===== src/rtl/fifo_wr_arbiter.sv =====
// fifo_wr_arbiter: round-robin burst arbiter in front of a shared FIFO write port.
// Tracks FIFO occupancy from its own write strobe and the consumer's read strobe.
module fifo_wr_arbiter #(
  parameter int NREQ     = 4,
  parameter int DW       = 8,
  parameter int DEPTH    = 10,
  parameter int MAXBURST = 4,
  parameter int CW       = 4
) (
  input  logic               clk,
  input  logic               rst,
  input  logic [NREQ-1:0]    req_valid,
  input  logic [NREQ*DW-1:0] req_data,
  output logic [NREQ-1:0]    req_ready,
  input  logic               fifo_rd,
  output logic               fifo_wr,
  output logic [DW-1:0]      fifo_din,
  output logic [NREQ-1:0]    grant,
  output logic [CW-1:0]      count,
  output logic               full,
  output logic               empty
);
  localparam int IW = (NREQ > 1) ? $clog2(NREQ) : 1;
  localparam int BW = 4;

  typedef enum logic {IDLE, BURST} state_t;

  state_t        state_q, state_d;
  logic [IW-1:0] gidx_q, gidx_d;
  logic [IW-1:0] gidx_last_q, gidx_last_d;
  logic [BW-1:0] bcnt_q, bcnt_d;
  logic [CW-1:0] count_q, count_d;
  logic [IW-1:0] scan_idx;
  logic [IW-1:0] pick_idx;
  logic          pick_found;
  logic          owner_valid;
  logic          rd_eff;

  assign count  = count_q;
  assign full   = (count_q == CW'(DEPTH));
  assign empty  = (count_q == '0);
  assign rd_eff = fifo_rd & ~empty;

  // Scan downwards so the nearest index after gidx_last wins (last assignment).
  always_comb begin
    scan_idx   = '0;
    pick_idx   = '0;
    pick_found = 1'b0;
    for (int k = NREQ; k >= 1; k--) begin
      scan_idx = IW'((int'(gidx_last_q) + k) % NREQ);
      if (req_valid[scan_idx]) begin
        pick_idx   = scan_idx;
        pick_found = 1'b1;
      end
    end
  end

  always_comb begin
    state_d     = state_q;
    gidx_d      = gidx_q;
    gidx_last_d = gidx_last_q;
    bcnt_d      = bcnt_q;
    grant       = '0;
    req_ready   = '0;
    fifo_wr     = 1'b0;
    fifo_din    = '0;
    owner_valid = 1'b0;
    case (state_q)
      IDLE: begin
        if (pick_found) begin
          gidx_d  = pick_idx;
          bcnt_d  = '0;
          state_d = BURST;
        end
      end
      BURST: begin
        for (int i = 0; i < NREQ; i++) begin
          if (gidx_q == IW'(i)) begin
            grant[i]     = 1'b1;
            req_ready[i] = ~full;
            owner_valid  = req_valid[i];
            fifo_din     = req_data[i*DW +: DW];
          end
        end
        fifo_wr = owner_valid & ~full;
        if (!owner_valid) begin
          state_d     = IDLE;
          gidx_last_d = gidx_q;
        end else if (fifo_wr) begin
          bcnt_d = bcnt_q + 1'b1;
          if (bcnt_d == BW'(MAXBURST)) begin
            state_d     = IDLE;
            gidx_last_d = gidx_q;
          end
        end
      end
      default: state_d = IDLE;
    endcase
  end

  // Write is gated by full alone, so a read in a full cycle only helps next cycle.
  always_comb begin
    count_d = count_q;
    if (fifo_wr && !rd_eff) begin
      count_d = count_q + 1'b1;
    end else if (!fifo_wr && rd_eff) begin
      count_d = count_q - 1'b1;
    end
  end

  always_ff @(posedge clk or posedge rst) begin
    if (rst) begin
      state_q     <= IDLE;
      gidx_q      <= '0;
      gidx_last_q <= IW'(NREQ - 1);
      bcnt_q      <= '0;
      count_q     <= '0;
    end else begin
      state_q     <= state_d;
      gidx_q      <= gidx_d;
      gidx_last_q <= gidx_last_d;
      bcnt_q      <= bcnt_d;
      count_q     <= count_d;
    end
  end
endmodule


===== config.mk =====
export PLATFORM = sky130hd
export DESIGN_NAME = fifo_wr_arbiter
export DESIGN_NICKNAME = d
export VERILOG_FILES = /design/src/rtl/fifo_wr_arbiter.sv
export SDC_FILE = /design/constraint.sdc
export NUM_CORES = 1
export LEC_CHECK = 0
export ABC_AREA = 0
export ABC_CLOCK_PERIOD_IN_PS = 2500
export CAP_MARGIN = 20
export CELL_PAD_IN_SITES_DETAIL_PLACEMENT = 1
export CELL_PAD_IN_SITES_GLOBAL_PLACEMENT = 2
export CORE_MARGIN = 5
export CORE_UTILIZATION = 20
export DETAILED_ROUTE_END_ITERATION = 8
export PLACE_DENSITY_LB_ADDON = 0.05
export SLEW_MARGIN = 20
export SYNTH_ARGS = -nofsm -noshare
export SYNTH_HDL_FRONTEND = slang
export SYNTH_SLANG_ARGS = --single-unit

===== constraint.sdc =====
create_clock -name clk -period 2.5 [get_ports clk]
set_input_delay 0.5 -clock clk [delete_from_list [all_inputs] [get_ports clk]]
set_output_delay 0.5 -clock clk [all_outputs]
set_load 0.02 [all_outputs]

After elaboration in Yosys (flattened, before gate mapping)
Cells that the tools add are included.
{ "totals": {"word_cells": 92, "register_bits": 13} }
{ "classes": {"bitwise": 5, "reduce_logical": 10, "add_sub_neg": 7, "n_eq_ne": 10, "n_mux": 51, "order_cmp": 4} }
{ "op_table": {"columns": ["op", "n"], "rows": [
  ["2-to-1 mux 8 bit", 5],
  ["2-to-1 mux 4 bit", 7],
  ["2-to-1 mux 1 bit", 26],
  ["2-to-1 mux 2 bit", 7],
  ["< comparator 2 x 3 -> 1 bit (second input constant)", 4],
  ["adder 4 x 1 -> 4 bit (second input constant)", 2],
  ["binary-select mux 1 bit (select 2 bit)", 4],
  ["!= test 2 x 1 -> 1 bit (second input constant)", 4],
  ["one-hot mux 4 bit (2 select lines)", 1],
  ["AND reduction 3 bit", 2],
  ["adder 2 x 1 -> 2 bit (second input constant)", 2],
  ["adder 2 bit (second input constant)", 2],
  ["== test 2 bit (second input constant)", 2],
  ["== test 4 x 3 -> 1 bit (second input constant)", 1],
  ["== test 4 bit (second input constant)", 1],
  ["logical NOT 4 bit", 1],
  ["subtractor 4 x 1 -> 4 bit (second input constant)", 1],
  ["inverter 1 bit", 3],
  ["bitwise AND 1 bit", 2],
  ["== test 2 x 1 -> 1 bit (second input constant)", 1],
  ["logical AND 1 bit", 2],
  ["logical NOT 1 bit", 2],
  ["logical NOT 2 bit", 1],
  ["!= test 2 bit (second input constant)", 1],
  ["3 further kinds", 3]
]} }

Logic depth before layout (Yosys ltp)
Gate-level depths: netlist (run 1).
{ "logic_depth": {"ltp_word": 12, "ltp_mapped": 11, "depth_no_buf": 10} }

Least setup slack after synthesis (run 1)
No wires, ideal clock.
{ "synth_path": {"path_type": "register to register", "start": "reg count_q[0], in the netlist count[0]", "end": "reg count_q[3], in the netlist count[3]", "arrival_ps": 2663, "required_ps": 2420, "path_slack_ps": -244, "setup_time_ps": 80, "path_stages_with_launch": 10, "path_cell_list": "dfrtp_1 -> nor4_1 -> nand2b_1 -> ha_1 -> inv_1 -> ha_1 -> a21o_1 -> a21oi_1 -> mux2i_1 -> xnor2_1"} }
{ "synth_via": {"elab_cells_between_ends": 16} }
{ "synth_rtl": {"columns": ["item", "line_no", "source"], "rows": [
  ["start: declaration", "32", "logic [CW-1:0] count_q, count_d;"],
  ["start signal: assignment", "123", "count_q <= count_d;"],
  ["logical NOT 4 bit *", "41", "assign empty = (count_q == '0);"],
  ["net empty", "21", "output logic empty"],
  ["inverter 1 bit *", "42", "assign rd_eff = fifo_rd & ~empty;"],
  ["bitwise AND 1 bit *", "42", null],
  ["logical NOT 1 bit", "104", "if (fifo_wr && !rd_eff) begin"],
  ["logical AND 1 bit", "104", null],
  ["2-to-1 mux 4 bit or nonzero test 2 bit (tied branches)", null, null]
]} }
The timed path passes the listed nets; every way through them passes the cells marked *. The select of a mux whose other input is x is not followed.
A chain may end at the register's enable or synchronous reset.

Final worst setup path (run 1)
{ "layout_path": {"start": "reg gidx_q[0]", "end": "out fifo_din[3]"} }
{ "layout_via": {"elab_chain_cells": 6, "elab_cells_between_ends": 9} }
{ "layout_rtl": {"columns": ["item", "line_no", "source"], "rows": [
  ["start: declaration", "29", "logic [IW-1:0] gidx_q, gidx_d;"],
  ["start signal: assignment", "120", "gidx_q <= gidx_d;"],
  ["logical NOT 2 bit", "78", "if (gidx_q == IW'(i)) begin"],
  ["2-to-1 mux 8 bit (3 in a row)", "78", null],
  ["2-to-1 mux 8 bit *", "78", null],
  ["2-to-1 mux 8 bit *", "68", "case (state_q)"],
  ["end: declaration", "17", "output logic [DW-1:0] fifo_din,"]
]} }
Mark *: on every way between the ends. The rest lies on a longest branch, timed or not.

==> reports/metrics.yaml, run 1 <==
status: "complete, no violations"
grt_pass1_wl_um: 6175
place_congestion: 0.7805
cts_max_path_buffers: 2
rsz0062_at_grt: "false"
setup_tns_ns: 0
post-route-util_pct: 36.50
post-route-period-util_pct: 95.75
die-area_um2: 7408
arrival_ns: 1.89
critPathKind: "flip-flop to output pin"
clk_latency_ns: 0.24
cp_slowest_cell: "mux4_1"
num_rows: 27
grt_usage_pct: 10.39
setup_viol: 0
dp_hpwl_um: 3250
yosysTopAreaCell: "dfrtp_1"
combPwrFrac_pct: 73.2
finClkSkew_ns: 0.0007142
worstPathMaxFanout: 17
fin_area_um2: 2034
drt-total-wl_um: 4001
first_global_vias: 1244
pwr-share-seq_pct: 18.9
crit_chain: "buf_12 -> mux4_1 -> and2_1 -> dlygate4sd2_1"
p_switching_mw: 1.019
drive_above_1_share_pct: 20.11
startpoint_type: "flip-flop"
cts_tree: "built"
nets: 235
core_area_um2: 5574
powerDensity_nw_per_um2: 1161
synth_area_um2: 1157
worst-path-buf-inv: 2
synth_top_area_share_pct: 23.78
finalMaxSlewViolations: 0
period_needed_ns: 2.394
wl_per_cell_um: 15.33
critical_path.top_delay_family: "multiplexers"
die_h_um: 86.07
seq_area_frac_synth_pct: 28.32
p_int_mw: 1.344
initial_core_util_pct: 20.76
cts_hold_buf: 0
ys_seq_elements: 13
overflow: 0
r2r-start: "gidx_q[0]$_DFFE_PP0P_"
synth_ff_type: "dfrtp_1"
hold_class: "flip-flop to flip-flop"
syn-num-nets: 157
pin_count: 62
synthCells: 112
clk_pin_slew_worst_paths_ns: 0.05
cts_buffers: 3
leakagePower_nw: 0.9056
place_area_um2: 1982
clkPwrFrac_pct: 7.9
vdd_drop_max_mv: 0.5553
portBuffers: 61
cp-end-kind: "output pin"
swShare_pct: 43.11
drt-vias-per-instance: 4.521
synthDistinctLibCells: 37
die_w_um: 86.07
avgSynthCellArea_um2: 10.33
required_ns: 2.00
vias: 1180
fillers: 646
n_antenna_cell: 0
tightest_slew_ns: 0.5341
ys_warn_count: 0
antenna_found_initial: 0
drt_pass1_iterations: 2
synth_common_cells: "11 x dfrtp_1, 11 x nand2_1, 9 x and2_1"
slew_headroom_pct: 64.35
drt_iter0_drc: 17
cts_root_buf: "clkbuf_8"
ant_nets: 0
max_stage_delay_ns: 0.56
clkSinkCount: 13
hp-start: "bcnt_q[2]$_DFFE_PP0P_"
max_freq_mhz: 417.8
synth_edf_count: 0
htree_levels: 1
whs_ns: 0.5367
synthArstFlopShare_pct: 100.0
grt_max_degree: 18
synth_area_leaders: "dfrtp_1 24%, mux4_1 16%, ha_1 5.4%"
critPathLaunch: "gidx_q[0]$_DFFE_PP0P_"
hold_viol_final: 0
cap_violations: 0
layout-area-overhead-vs-synth_pct: 75.78
remaining_drc_errors: 0
==> worst min-delay path, cell delays in order (launching register included) <==
cell	delay [ns]
dfrtp_1	0.37
nand3_1	0.08
nand2_1	0.05
==> routing by layer <==
metal | vias up | wire [um] | GRT usage (%)
met2 | 38 | 2006 | 19.62
li1 | 573 | - | -
met4 | 0 | 24 | 2.158
met3 | 4 | 215 | 1.633
met5 | - | 0 | 0
met1 | 565 | 1755 | 12.22
==> path summary, 6_finish.rpt <==
path,to,slack [ns],depth (start not counted)
worst max-delay path,fifo_din[3],0.11,4
worst min-delay path,bcnt_q[2]$_DFFE_PP0P_,0.54,2
worst max register to register,count[3]$_DFFE_PP0P_,0.16,10
worst min register to register,bcnt_q[2]$_DFFE_PP0P_,0.54,2
max in group asynchronous,gidx_last_q[1]$_DFFE_PP1P_,1.53,2
min in group asynchronous,count[1]$_DFFE_PP0P_,0.60,2
==> flip-flops by register name, indices dropped and copies added (netlist names) <==
register	count
bcnt_q	4
count	4
gidx_last_q	2
gidx_q	2
state_q	1
==> cell families (layout without fill, tap and decap cells) <==
group	count (synthesis)	after routing	synth area share [%]
fa+ha+maj	6	6	7.135
xor+xnor	4	4	3.027
compound gates	19	19	11.78
simple gates	43	43	20.33
buf+inv	13	90	4.973
mux	14	14	24.43
flops	13	13	28.32
==> cells in the final DEF (no fill, tap or decap), drive strengths merged, types with 3 or more instances in the layout <==
| master | count |
|---|---|
| clkdlybuf4s50 | 46 |
| buf | 17 |
| dlygate4sd2 | 13 |
| nand2 | 11 |
| dfrtp | 11 |
| and2 | 9 |
| mux4 | 9 |
| inv | 8 |
| o21ai | 6 |
| nand3 | 6 |
| ha | 5 |
| xnor2 | 4 |
| nor3b | 4 |
| clkbuf | 4 |
| nor2 | 3 |
| mux2 | 3 |
| nor2b | 3 |
==> power groups by stage <==
| stage | sequential, mW | clock, mW | combinational, mW |
|---|---|---|---|
| 6_report | 0.448 | 0.186 | 1.73 |
| 5_1_grt | 0.469 | 0.211 | 1.87 |
| 4_1_cts | 0.453 | 0.198 | 1.77 |
| 3_5_place_dp | 0.452 | 0 | 1.79 |
| 3_3_place_gp | 0.450 | 0 | 1.78 |
| 2_1_floorplan | 0.468 | 0 | 0.987 |
==> area by class of cell <==
class                   count  area, um^2  area share (%)
clock buffers               4       45.04           2.214
inverters                   8       30.03           1.476
multi-input cells          86       802.0           39.42
flip-flops and latches     13       327.8           16.11
well taps                  72       90.09           4.428
repair buffers             78       739.5           36.35
==> what timing repair did <==
item                       4_1_cts  5_1_grt
gates resized for setup         16        2
buffers inserted                 1        0
hold endpoints to repair         0        0
gates cloned                     0        0
pin swaps                        2        0
setup endpoints to repair       13        2
==> per-stage QoR <==
step           std cells  worst slack [ns]  total power [mW]
4_1_cts              261           0.07026             2.417
6_report             261            0.1063             2.363
5_1_grt              261          0.007313             2.546
3_5_place_dp         256           -0.3848             2.240
3_3_place_gp         256           -0.3602             2.232
2_1_floorplan        112          0.005266             1.454
No activity file was read; power rests on OpenSTA's default activity.
==> run 2, diff against run 1 <==
--- a/config.mk
+++ b/config.mk
@@ -11,7 +11,8 @@
 export CELL_PAD_IN_SITES_DETAIL_PLACEMENT = 1
 export CELL_PAD_IN_SITES_GLOBAL_PLACEMENT = 2
 export CORE_MARGIN = 5
-export CORE_UTILIZATION = 20
+export CORE_UTILIZATION = 21
+export CTS_BUF_LIST = sky130_fd_sc_hd__clkbuf_2 sky130_fd_sc_hd__clkbuf_4 sky130_fd_sc_hd__clkbuf_8
 export DETAILED_ROUTE_END_ITERATION = 8
 export PLACE_DENSITY_LB_ADDON = 0.05
 export SLEW_MARGIN = 20
==> reports/metrics.yaml, run 2 (same netlist as run 1, synthesis figures left out) <==
num_rows: 27  # unchanged
period_needed_ns: 2.407  # was 2.394 ns
htree_levels: 1  # unchanged
drt_pass1_iterations: 4  # was 2
finalMaxSlewViolations: 0  # unchanged
critPathKind: "input port to flip-flop"  # was flip-flop to output pin
min_path_cells: 1  # was 2
die_h_um: 84.24  # was 86.07 um
startpoint_type: "input port"  # was flip-flop
slew_headroom_pct: 62.70  # was 64.35%
whs_ns: 0.5595  # was 0.5367 ns
cap_violations: 0  # unchanged
vdd_drop_max_mv: 0.4529  # was 0.5553 mV
clkSinkCount: 13  # unchanged
layout-area-overhead-vs-synth_pct: 75.24  # was 75.78%
ant_nets: 0  # unchanged
leakagePower_nw: 0.8948  # was 0.9056 nW
hp-start: "count[3]$_DFFE_PP0P_"  # was bcnt_q[2]$_DFFE_PP0P_
final_cells: 262  # was 261
rsz0062_at_grt: "false"  # unchanged
cp-end-kind: "flip-flop"  # was output pin
die-area_um2: 7096  # was 7408 um^2
remaining_drc_errors: 0  # unchanged
placed_cells: 258  # was 256
reg2reg_slack_ns: 0.18  # was 0.16 ns
reg2regPathDepth: 10  # unchanged
arrival_ns: 2.58  # was 1.89 ns
die_w_um: 84.24  # was 86.07 um
required_ns: 2.67  # was 2.00 ns
tightest_slew_ns: 0.5588  # was 0.5341 ns
cts_setup_buffers: 0  # was 1
hold_end: "count[3]$_DFFE_PP0P_"  # was bcnt_q[2]$_DFFE_PP0P_
finClkSkew_ns: 0.003566  # was 0.0007142 ns
wl_per_cell_um: 15.14  # was 15.33 um
drt-total-wl_um: 3966  # was 4001 um
drive_above_1_share_pct: 20.53  # was 20.11%
nets: 236  # was 235
r2r_end: "count[3]$_DFFE_PP0P_"  # unchanged
layout_common_cells: "47 x clkdlybuf4s50_1, 18 x buf_4, 13 x dlygate4sd2_1, 11 x nand2_1, 11 x dfrtp_1"  # was 46 x clkdlybuf4s50_1, 16 x buf_4, 13 x dlygate4sd2_1, 11 x nand2_1, 11 x dfrtp_1
portBuffers: 61  # unchanged
clk_latency_ns: 0.24  # about the same
post-route-period-util_pct: 96.29  # was 95.75%
powerDensity_nw_per_um2: 1164  # was 1161 nW/um^2
vias: 1164  # was 1,180
setup_tns_ns: 0  # unchanged
clk_pin_slew_worst_paths_ns: 0.06  # was 0.05 ns
hold_viol_final: 0  # unchanged
critPathLaunch: "req_valid[3]"  # was gidx_q[0]$_DFFE_PP0P_
r2r-start: "gidx_q[0]$_DFFE_PP0P_"  # unchanged
grt_usage_pct: 11.31  # was 10.39%
grt_max_degree: 18  # unchanged
worstPathMaxFanout: 2  # was 17
drt-vias-per-instance: 4.443  # was 4.521
cts_tree: "built"  # unchanged
drt_iter0_drc: 19  # was 17
hold_class: "flip-flop to flip-flop"  # unchanged
initial_core_util_pct: 21.28  # was 20.76%
fillers: 627  # was 646
cts_root_buf: "clkbuf_8"  # unchanged
layout_commonest_cell: "clkdlybuf4s50_1"  # unchanged
first_global_vias: 1250  # was 1,244
antenna_found_initial: 0  # unchanged
place_congestion: 0.7878  # was 0.7805
overflow: 0  # unchanged
pin_count: 62  # unchanged
n_antenna_cell: 0  # unchanged
setup_viol: 0  # unchanged
cts_max_path_buffers: 2  # unchanged
max_freq_mhz: 415.4  # was 417.8 MHz
dp_hpwl_um: 3291  # was 3250 um
post-route-util_pct: 37.29  # was 36.50%
cts_buffers: 3  # unchanged
core_area_um2: 5439  # was 5574 um^2
status: "complete, no violations"  # unchanged
grt_pass1_wl_um: 6396  # was 6175 um
run 2: cell types whose count changed in the layout (fill, tap and decap cells not counted), sizes merged:
cell           delta
dlymetal6s2s      -1
buf               +1
clkdlybuf4s50     +1
run 2: what timing repair did:
| item | in CTS | in global routing |
|---|---|---|
| gates resized for setup | 15 | 1 |
| hold buffers | 0 | 0 |
| endpoints found under the setup margin | 13 | 1 |
| pin swaps | 1 | 0 |
run 2: critical path, cell delays in order:
cell	delay, ns
dlygate4sd2_1	0.25
mux4_2	0.53
nand3_4	0.09
inv_2	0.04
ha_1	0.21
inv_2	0.06
ha_1	0.22
a21o_1	0.19
a21oi_2	0.14
mux2i_1	0.22
xnor2_1	0.13
run 2: report_power, final:
group          total (mW)  leakage (nW)  switching, mW  internal (mW)
logic                1.71         0.711          0.813          0.897
clock network       0.202        0.0262         0.0784          0.124
registers           0.448         0.158          0.125          0.323
run 2: per-layer routing:
layer,track usage (%),up-vias,wire [um]
met5,0,-,0
met4,3.509,0,46
met3,1.668,5,126
met2,20.52,27,2069
met1,13.67,558,1722
li1,-,574,-
run 2: stage by stage:
step                power, mW  worst slack [ns]  cell area (um^2)
floorplan               1.454          0.005266              1176
finish                  2.360           0.09282              2028
global placement        2.206           -0.3529              1984
CTS                     2.417           0.07547              2026
global route            2.563          0.003708              2028
detailed placement      2.236           -0.3745              1984
run 2: cell type report:
class                      instances  area [um^2]  area share, %
clock buffer                       4        48.80          2.406
sequential                        13        327.8          16.16
multi-input combinational         86        799.5          39.42
inverter                           8        30.03          1.481
tap                               72        90.09          4.442
timing repair buffer              79        732.0          36.09
run 2: how the worst max path moves through the flow:
stage,end,slack (ns)
floorplan,count[3]$_DFFE_PP0P_,0.005
global placement,count[3]$_DFFE_PP0P_,-0.35
detailed placement,count[3]$_DFFE_PP0P_,-0.37
CTS,req_ready[1],0.08
global route,count[3]$_DFFE_PP0P_,0.004
finish,count[3]$_DFFE_PP0P_,0.09
